[config.mk]
export PLATFORM = sky130hd
export DESIGN_NAME = rx_frame_buffer
export DESIGN_NICKNAME = d
export VERILOG_FILES = /design/src/rtl/rx_pkg.sv /design/src/rtl/rx_frame_fifo.sv /design/src/rtl/rx_frame_buffer.sv
export SDC_FILE = /design/constraint.sdc
export NUM_CORES = 1
export LEC_CHECK = 0
export BUFFER_PORTS_ARGS = -buffer_cell sky130_fd_sc_hd__buf_4
export CAP_MARGIN = 20
export CORE_ASPECT_RATIO = 1.75
export CORE_MARGIN = 4
export CORE_UTILIZATION = 45
export CTS_CLUSTER_SIZE = 8
export DETAILED_ROUTE_END_ITERATION = 8
export GPL_ROUTABILITY_DRIVEN = 0
export PLACE_DENSITY = 0.62
export SLEW_MARGIN = 20
export SYNTH_ARGS = -nofsm -noshare
export SYNTH_HDL_FRONTEND = slang
export SYNTH_SLANG_ARGS = --single-unit
[constraint.sdc]
create_clock -name clk -period 2.56 [get_ports clk]
set_clock_uncertainty 0.1 [all_clocks]
set_input_delay 0.384 -clock clk [delete_from_list [all_inputs] [get_ports clk]]
set_output_delay 0.384 -clock clk [all_outputs]
set_load 0.03 [all_outputs]
[src/rtl/rx_pkg.sv]
// Shared definitions for the SPI receive frame buffer.
// Holds the default geometry, the word positions inside an instruction
// frame and the packed frame type used by the buffer and its users.
package rx_pkg;

  localparam int DATA_W_DEF    = 8;
  localparam int NUM_BYTES_DEF = 5;

  // Word positions inside a frame (word k sits at [k*DATA_W +: DATA_W]).
  localparam int OP_IDX = 0;
  localparam int A1_IDX = 1;
  localparam int A2_IDX = 2;
  localparam int B1_IDX = 3;
  localparam int B2_IDX = 4;

  typedef logic [NUM_BYTES_DEF*DATA_W_DEF-1:0] frame_t;

endpackage

[src/rtl/rx_frame_fifo.sv]
// Generic first-word-fall-through FIFO; head word visible whenever non-empty.
// Latency: a push is visible at the head on the cycle after it is accepted.
// Backpressure: push refused when full unless a pop happens the same cycle.
// Ports: push_i/push_dat_i write side, push_ok_o acceptance,
//        pop_i read strobe, head_vld_o/head_dat_o head entry, level_o occupancy.
module rx_frame_fifo #(
  parameter int WIDTH = 8,
  parameter int DEPTH = 4
) (
  input  logic                       clk,
  input  logic                       rst_n,
  input  logic                       push_i,
  input  logic [WIDTH-1:0]           push_dat_i,
  output logic                       push_ok_o,
  input  logic                       pop_i,
  output logic                       head_vld_o,
  output logic [WIDTH-1:0]           head_dat_o,
  output logic [$clog2(DEPTH+1)-1:0] level_o
);

  localparam int PTR_W = $clog2(DEPTH);
  localparam int LVL_W = $clog2(DEPTH+1);

  logic [WIDTH-1:0] mem_q [DEPTH];
  logic [PTR_W-1:0] rd_ptr_q, wr_ptr_q;
  logic [LVL_W-1:0] cnt_q;
  logic             empty, full, pop_ok, push_ok;

  assign empty   = (cnt_q == '0);
  assign full    = (cnt_q == LVL_W'(DEPTH));
  assign pop_ok  = pop_i & ~empty;
  // When full, a same-cycle pop frees the head slot, which is exactly the
  // slot wr_ptr points at, so the new entry lands behind the rest.
  assign push_ok = push_i & (~full | pop_ok);

  always_ff @(posedge clk or negedge rst_n) begin
    if (!rst_n) begin
      rd_ptr_q <= '0;
      wr_ptr_q <= '0;
      cnt_q    <= '0;
    end else begin
      if (push_ok) wr_ptr_q <= wr_ptr_q + 1'b1;
      if (pop_ok)  rd_ptr_q <= rd_ptr_q + 1'b1;
      case ({push_ok, pop_ok})
        2'b10:   cnt_q <= cnt_q + LVL_W'(1);
        2'b01:   cnt_q <= cnt_q - LVL_W'(1);
        default: cnt_q <= cnt_q;
      endcase
    end
  end

  always_ff @(posedge clk) begin
    if (push_ok) mem_q[wr_ptr_q] <= push_dat_i;
  end

  assign push_ok_o  = push_ok;
  assign head_vld_o = ~empty;
  // Stale storage is never exposed: the head reads as zero while empty.
  assign head_dat_o = empty ? '0 : mem_q[rd_ptr_q];
  assign level_o    = cnt_q;

endmodule

[src/rtl/rx_frame_buffer.sv]
// Assembles SPI MOSI words into NUM_BYTES-word frames and queues them for decode.
// Latency: frame_valid SYNC_STAGES+1 clk edges after the final spi_clk high is first sampled.
// Backpressure: frame_ready pops the head; a frame completing into a full FIFO without a pop is dropped (overflow).
// Ports: spi_clk/spi_w/mosi async SPI inputs; frame_valid/frame_ready/frame_data decode handshake;
//        level occupancy, rx_busy partial frame, frame_abort and overflow single-cycle pulses.
module rx_frame_buffer
  import rx_pkg::*;
#(
  parameter int DATA_W      = DATA_W_DEF,
  parameter int NUM_BYTES   = NUM_BYTES_DEF,
  parameter int DEPTH       = 4,
  parameter int SYNC_STAGES = 2
) (
  input  logic                          clk,
  input  logic                          rst_n,
  input  logic                          spi_clk,
  input  logic                          spi_w,
  input  logic [DATA_W-1:0]             mosi,
  input  logic                          frame_ready,
  output logic                          frame_valid,
  output logic [NUM_BYTES*DATA_W-1:0]   frame_data,
  output logic [$clog2(DEPTH+1)-1:0]    level,
  output logic                          rx_busy,
  output logic                          frame_abort,
  output logic                          overflow
);

  localparam int FRAME_W = NUM_BYTES * DATA_W;
  localparam int IDX_W   = $clog2(NUM_BYTES);
  localparam logic [IDX_W-1:0] LAST_IDX = IDX_W'(NUM_BYTES - 1);

  // Identical chains keep spi_clk, spi_w and mosi cycle-aligned.
  logic [SYNC_STAGES-1:0]             clk_sync_q, w_sync_q;
  logic [SYNC_STAGES-1:0][DATA_W-1:0] mosi_sync_q;
  logic                               s_clk, s_w;
  logic [DATA_W-1:0]                  s_mosi;

  logic                               clk_prev_q, w_prev_q;
  logic                               rise, w_fall, capture;
  logic [IDX_W-1:0]                   word_idx_q, word_idx_d;
  logic [NUM_BYTES-2:0][DATA_W-1:0]   slot_q, slot_d;
  logic                               stage_vld_q, stage_vld_d;
  logic [FRAME_W-1:0]                 stage_dat_q, stage_dat_d;
  logic                               abort_q, abort_d;
  logic                               ovf_q;
  logic                               fifo_push_ok;

  assign s_clk  = clk_sync_q[SYNC_STAGES-1];
  assign s_w    = w_sync_q[SYNC_STAGES-1];
  assign s_mosi = mosi_sync_q[SYNC_STAGES-1];

  always_comb begin
    rise        = s_clk & ~clk_prev_q;
    w_fall      = ~s_w & w_prev_q;
    capture     = rise & s_w;
    word_idx_d  = word_idx_q;
    slot_d      = slot_q;
    stage_vld_d = 1'b0;
    stage_dat_d = stage_dat_q;
    abort_d     = 1'b0;
    if (w_fall && word_idx_q != '0) begin
      word_idx_d = '0;
      slot_d     = '0;
      abort_d    = 1'b1;
    end else if (capture) begin
      if (word_idx_q == LAST_IDX) begin
        // Final word goes straight into the completed frame with the slots.
        word_idx_d  = '0;
        stage_vld_d = 1'b1;
        stage_dat_d = {s_mosi, slot_q};
      end else begin
        word_idx_d = word_idx_q + 1'b1;
        for (int k = 0; k < NUM_BYTES - 1; k++) begin
          if (word_idx_q == IDX_W'(k)) slot_d[k] = s_mosi;
        end
      end
    end
  end

  always_ff @(posedge clk or negedge rst_n) begin
    if (!rst_n) begin
      clk_sync_q  <= '0;
      w_sync_q    <= '0;
      mosi_sync_q <= '0;
      clk_prev_q  <= 1'b0;
      w_prev_q    <= 1'b0;
      word_idx_q  <= '0;
      slot_q      <= '0;
      stage_vld_q <= 1'b0;
      stage_dat_q <= '0;
      abort_q     <= 1'b0;
      ovf_q       <= 1'b0;
    end else begin
      clk_sync_q  <= {clk_sync_q[SYNC_STAGES-2:0], spi_clk};
      w_sync_q    <= {w_sync_q[SYNC_STAGES-2:0], spi_w};
      mosi_sync_q <= {mosi_sync_q[SYNC_STAGES-2:0], mosi};
      clk_prev_q  <= s_clk;
      w_prev_q    <= s_w;
      word_idx_q  <= word_idx_d;
      slot_q      <= slot_d;
      stage_vld_q <= stage_vld_d;
      stage_dat_q <= stage_dat_d;
      abort_q     <= abort_d;
      // The push decision is made in the cycle the staged frame is offered.
      ovf_q       <= stage_vld_q & ~fifo_push_ok;
    end
  end

  rx_frame_fifo #(
    .WIDTH (FRAME_W),
    .DEPTH (DEPTH)
  ) u_fifo (
    .clk        (clk),
    .rst_n      (rst_n),
    .push_i     (stage_vld_q),
    .push_dat_i (stage_dat_q),
    .push_ok_o  (fifo_push_ok),
    .pop_i      (frame_ready),
    .head_vld_o (frame_valid),
    .head_dat_o (frame_data),
    .level_o    (level)
  );

  assign rx_busy     = (word_idx_q != '0);
  assign frame_abort = abort_q;
  assign overflow    = ovf_q;

endmodule

==> results of run 1 <==
[registers in the layout, summed over array words and instances, names as in the netlist, 3 cells and up]
| register | flops |
|---|---|
| word_idx_q | 3 |
| u_fifo.mem_q | 160 |
| s_mosi | 8 |
| u_fifo.level_o | 3 |
| stage_dat_q | 40 |
| slot_q | 32 |
| mosi_sync_q | 8 |
[report_power, final]
part	total [W]	leakage, nW	internal (W)	switching [W]
Combinational	0.00383	1.56	0.00190	0.00192
Sequential	0.00538	3.11	0.00503	0.000349
Clock	0.00464	0.538	0.00291	0.00173
[how the worst min path moves through the flow]
stage	start	end	slack [ns]	depth (start not counted)
after CTS	frame_ready	u_fifo.rd_ptr_q[1]$_DFFE_PN0P_	0.07	3
final	frame_ready	u_fifo.rd_ptr_q[1]$_DFFE_PN0P_	0.09	3
after global routing	frame_ready	u_fifo.rd_ptr_q[1]$_DFFE_PN0P_	0.1	3
after floorplan	rst_n	clk_prev_q$_DFF_PN0_	-0.01	0
after detailed placement	clk_sync_q[0]$_DFF_PN0_	clk_sync_q[1]$_DFF_PN0_	0.23	0
after global placement	mosi_sync_q[6]$_DFF_PN0_	s_mosi[6]$_DFF_PN0_	0.23	0
[critical path: stages, from the launching register on]
cell,delay [ns]
dfrtp_2,0.41
buf_12,0.15
buf_16,0.16
mux4_2,0.52
and2_4,0.18
buf_6,0.13
[metal layers]
| metal | vias up | GRT usage, % | share of wire (%) |
|---|---|---|---|
| met5 | - | 0 | 0 |
| met4 | 0 | 5.354 | 1.8 |
| met3 | 26 | 2.464 | 3.1 |
| met2 | 102 | 32.31 | 59 |
| met1 | 2730 | 18.48 | 36 |
| li1 | 2384 | - | - |
[cell usage after synthesis, drive strengths merged]
cell type	instances
a21bo	1
a21boi	1
a21oi	24
and2	47
and3	1
and3b	2
and4bb	1
buf	19
clkbuf	15
dfrtp	107
edfxtp	160
fa	1
ha	10
inv	12
mux2	41
mux4	40
nand2	4
nand2b	1
nand3	33
nand3b	1
nand4bb	1
nor2	2
nor2b	3
nor4b	1
o211ai	1
o21ai	42
o31ai	1
o32ai	1
or3	1
xnor2	3
xor2	3
[cell families after synthesis]
| kind of cell | after synthesis | synth area share, % |
|---|---|---|
| flip-flops | 267 | 71.85 |
| AND/OR/NAND/NOR | 98 | 5.635 |
| adder cells (fa/ha/maj) | 11 | 1.394 |
| XOR/XNOR | 6 | 0.5047 |
| buffers and inverters | 46 | 2.559 |
| multiplexers | 81 | 14.49 |
| AO/OA/AOI/OAI | 71 | 3.569 |
[layout make-up]
type	count	area [sq um]	share of cell area (%)
sequential	267	7483	58.31
clock inverter	3	32.53	0.2535
clock buffer	68	1106	8.618
tap	300	375.4	2.925
timing repair buffer	88	1013	7.896
inverter	12	45.04	0.3509
multi-input combinational	267	2779	21.65
[timing repair]
item | 4_1_cts | 5_1_grt
buffers inserted | 3 | 0
endpoints found under the hold margin | 55 | 0
cloned | 4 | 0
setup endpoints to repair | 40 | 38
hold buffers | 11 | 0
gates resized for setup | 61 | 24
pin swaps | 0 | 0
[per-stage QoR]
stage          setup TNS, ns  instances  hold WS [ns]  worst slack (ns)  utilization, %
6_report                   0       1005       0.09335           0.01278           56.43
5_1_grt              -0.6817       1005       0.09704          -0.04524           56.43
4_1_cts              -0.1693       1005       0.07289          -0.02599           56.11
3_5_place_dp               0        916        0.2347           0.03693           49.08
3_3_place_gp               0        916        0.2321            0.1600           49.08
2_1_floorplan              0        580      -0.01159           0.02069               -
[cell usage in the layout, fill, tap and decap left out, types with 2 or more instances in the layout]
cell	netlist	final
dfrtp_1	107	106
edfxtp_1	160	160
xnor2_1	3	3
xor2_1	3	3
a21oi_1	24	24
and2_4	0	43
o21ai_0	42	42
nand2_1	4	4
ha_1	10	10
buf_16	0	5
buf_4	0	26
mux2_2	2	2
nand3_1	33	33
buf_6	2	40
and2_1	46	3
mux4_2	40	40
mux2_4	39	39
clkbuf_1	14	28
nor2b_1	3	3
clkbuf_16	0	40
inv_1	12	12
buf_12	4	6
dlygate4sd3_1	0	11
==> impl_metrics.ini, run 1 <==
[setup_path]
startpoint = u_fifo.rd_ptr_q[0]$_DFFE_PN0P_
crit_end = frame_data[3]
crit_required_ns = 2.08
critical_path_class = reg2out
r2r_end = u_fifo.level_o[2]$_DFFE_PN0P_
cp.arrival_ns = 2.06
cp-end-kind = primary output
startpoint_type = flop
reg2reg_slack_ns = 0.31
rr_worst_depth = 9
crit_fanout = 10
r2r_start = u_fifo.level_o[1]$_DFFE_PN0P_

[timing]
period_share_pct = 99.50
rsz0062_at_grt = yes
final_max_slew_viol_count = 0
period_needed_ns = 2.547
slew_headroom_pct = 55.97
setup_viol = 0
tightest_slew_ns = 0.6604
hold_viol = 0
timing.fmax_mhz = 392.6

[power_and_ir_drop]
power_w = 0.01385
peakVddDrop_v = 0.0005338
p_per_area_nw_per_um2 = 1079
leakage_nw = 5.204

[logic_synthesis]
yosys.area.top_type_share_pct = 46.14
synth.area.top_cells = edfxtp_1 46%, dfrtp_1 26%, mux4_2 8.7%, mux2_4 5.6%, and2_1 2.8%
yosysWarnings = 0
syn_nets = 604
synth.avg_cell_area_sq_um = 17.95
ys_seq_area_share_pct = 71.85
synth_seq_cells = 267
synth_area_leader_cell = edfxtp_1
netlist_instances = 580
synth_cell_types = 39
syn_area_sq_um = 10410

[clock_network]
cts-root-buf = clkbuf_16
htree_levels = 2
path_clk_slew_ns = 0.05
cts_tree = done
clkLatencyLatePin_ns = 0.51
cts_max_path_buffers = 3
numCtsBuffers = 39
cts_sinks = 267

[run_status]
status = completed

[finish]
syn_to_final_growth_pct = 23.25
fill_cells = 1727
num-nets-final = 699
diodes = 0
layout-drive-gt1-share_pct = 35.74
fin_area_sq_um = 12830

[global_route]
grt_pass1_wl_um = 32440
antenna_found_initial = 0
grt_use_total_pct = 16.79
grt_max_degree = 52
grt_pass1_vias = 5689
grt_overflow = 0

[floorplan]
start_util_pct = 45.79
rows = 73
die_w_um = 123.0
die_y_um = 209.2
core_sq_um = 22740
ios = 60
dieArea_sq_um = 25740

[place]
dp_hpwl_um = 11690
port_buffers = 59
postPlaceCellArea_sq_um = 11160

[detailed_routing]
vias = 5242
routed_wl_um = 20610
wl_per_cell_um = 20.51
vias_per_cell = 5.216
ant_nets = 0
drc_errors = 0
drtIter0Drc = 228
drtPass1Iterations = 4

[worst_hold_path]
min_path_type = in2reg

[flow_run]
max-cap-violations = 0
(Power assumes the default switching activity.)
==> inputs of run 2 (changes only) <==
--- a/config.mk
+++ b/config.mk
@@ -10,10 +10,11 @@
 export CORE_ASPECT_RATIO = 1.75
 export CORE_MARGIN = 4
 export CORE_UTILIZATION = 45
+export CTS_BUF_LIST = sky130_fd_sc_hd__clkbuf_4 sky130_fd_sc_hd__clkbuf_8
 export CTS_CLUSTER_SIZE = 8
 export DETAILED_ROUTE_END_ITERATION = 8
 export GPL_ROUTABILITY_DRIVEN = 0
-export PLACE_DENSITY = 0.62
+export HOLD_SLACK_MARGIN = 0.02
 export SLEW_MARGIN = 20
 export SYNTH_ARGS = -nofsm -noshare
 export SYNTH_HDL_FRONTEND = slang
==> impl_metrics.ini, run 2 (synthesis results as in run 1) <==
[clock_network]
path_clk_slew_ns = 0.06
numCtsBuffers = 39
clkLatencyLatePin_ns = 0.52
htree_levels = 2
cts-root-buf = clkbuf_8
cts_sinks = 267
cts_max_path_buffers = 3
cts_tree = done

[floorplan]
start_util_pct = 45.79
die_y_um = 209.2
rows = 73
core_sq_um = 22740
die_w_um = 123.0
dieArea_sq_um = 25740
ios = 60

[power_and_ir_drop]
p_comb_share_pct = 31.0
peakVddDrop_v = 0.0004902
p_per_area_nw_per_um2 = 1009
p_int_w = 0.008815
netSwitchingPower_w = 0.003828
power_switching_share_pct = 30.28
seqPwrFrac_pct = 42.5
leakage_nw = 5.104
pwr-share-clk_pct = 26.5

[finish]
postLayoutCoreUtil_pct = 55.09
fill_cells = 1770
layout_common_cells = 160 x edfxtp_1, 106 x dfrtp_1, 44 x buf_6, 42 x o21ai_0, 41 x clkbuf_8
seqCellArea_sq_um = 7483
num-nets-final = 703
largest_register_ffs = 160
regMostFlops = u_fifo.mem_q
reg_top3 = u_fifo.mem_q: 160 flops, stage_dat_q: 40 flops, slot_q: 32 flops
diodes = 0
multiInputGateArea_sq_um = 2750
syn_to_final_growth_pct = 20.32
final_common_cell = edfxtp_1
layout-drive-gt1-share_pct = 38.61

[detailed_routing]
vias = 5268
wl_per_cell_um = 20.79
drtPass1Iterations = 4
drtIter0Drc = 295
drc_errors = 0
routed_wl_um = 20930
ant_nets = 0
vias_per_cell = 5.231

[timing]
fin_setup_tns_ns = -0.03888
rsz0062_at_grt = yes
setup_viol = 4
final_max_slew_viol_count = 0
tightest_slew_ns = 0.6593
fin_ws_ns = -0.02152
period_share_pct = 100.8
timing.fmax_mhz = 387.4
period_needed_ns = 2.582
hold_viol = 0
slew_headroom_pct = 56.04

[setup_path]
cp.arrival_ns = 2.10
critical_path_class = reg2out
crit_required_ns = 2.08
rr_worst_depth = 9
r2r_end = u_fifo.level_o[2]$_DFFE_PN0P_
r2r_start = u_fifo.level_o[1]$_DFFE_PN0P_
startpoint_type = flop
reg2reg_slack_ns = 0.13
crit_end = frame_data[0]
startpoint = u_fifo.rd_ptr_q[0]$_DFFE_PN0P_
crit_fanout = 6
cp-end-kind = primary output

[global_route]
grt_pass1_wl_um = 32550
grt_use_total_pct = 16.53
grt_max_degree = 43
antenna_found_initial = 0
grt_pass1_vias = 5809
grt_overflow = 0

[run_status]
status = finished with violations
violations = setup timing

[place]
port_buffers = 59
dp_hpwl_um = 11840

[flow_run]
max-cap-violations = 0

[worst_hold_path]
min_path_type = in2reg
-- run 2: power groups by stage --
stage,registers (W),logic (W),clock network (W)
after floorplan,0.00534,0.00213,0
after global placement,0.00542,0.00302,0
after detailed placement,0.00546,0.00310,0
after CTS,0.00538,0.00364,0.00347
after global routing,0.00542,0.00422,0.00366
final,0.00537,0.00392,0.00335
-- run 2: cell type report --
class                           instances  area share, %
Clock buffer                           66          6.002
Inverter                               12         0.3595
Sequential cell                       267          59.73
Multi-Input combinational cell        267          21.95
Timing Repair Buffer                   92          8.788
Clock inverter                          3         0.1797
Tap cell                              300          2.996
-- run 2: routing by layer --
metal | global-route usage (%) | part of all wire (%) | wire, um | up-vias
met5 | 0 | 0 | 0 | -
met4 | 5.660 | 2.5 | 514 | 0
met3 | 2.356 | 3.5 | 731 | 34
met2 | 30.98 | 59 | 12300 | 121
met1 | 18.87 | 35 | 7386 | 2725
li1 | - | - | - | 2388
-- run 2: through the flow --
step	power (W)	instance area, sq um	hold WS [ns]	std cells	setup slack [ns]
floorplan	0.007469	10410	-0.01159	580	0.02069
global placement	0.008440	11150	0.2321	914	0.1231
detailed placement	0.008552	11190	0.2363	916	0.01947
CTS	0.01249	12370	0.03456	1000	-0.05399
global route	0.01330	12530	0.06027	1007	-0.08414
finish	0.01264	12530	0.06336	1007	-0.02152
-- run 2: worst min path at each step --
| stage | start | endpoint | slack (ns) | cells after the start |
|---|---|---|---|---|
| 2_1_floorplan | rst_n | clk_prev_q$_DFF_PN0_ | -0.01 | 0 |
| 3_3_place_gp | mosi_sync_q[1]$_DFF_PN0_ | s_mosi[1]$_DFF_PN0_ | 0.23 | 0 |
| 3_5_place_dp | mosi_sync_q[7]$_DFF_PN0_ | s_mosi[7]$_DFF_PN0_ | 0.24 | 0 |
| 4_1_cts | frame_ready | u_fifo.rd_ptr_q[1]$_DFFE_PN0P_ | 0.03 | 3 |
| 5_1_grt | frame_ready | u_fifo.rd_ptr_q[1]$_DFFE_PN0P_ | 0.06 | 3 |
| 6_report | frame_ready | u_fifo.rd_ptr_q[1]$_DFFE_PN0P_ | 0.06 | 3 |
-- run 2: timing repair --
action	4_1_cts	5_1_grt
endpoints found under the hold margin	49	0
buffers inserted	2	3
gates resized for setup	68	12
hold buffers	11	0
setup endpoints to repair	40	40
pin swaps	0	0
cloned	2	5
-- run 2: worst max-delay path, cell delays in order (launching register included) --
cell and delay (ns):
dfrtp_2 0.40, buf_6 0.16, buf_16 0.15, mux4_2 0.55
and2_4 0.19, buf_6 0.13
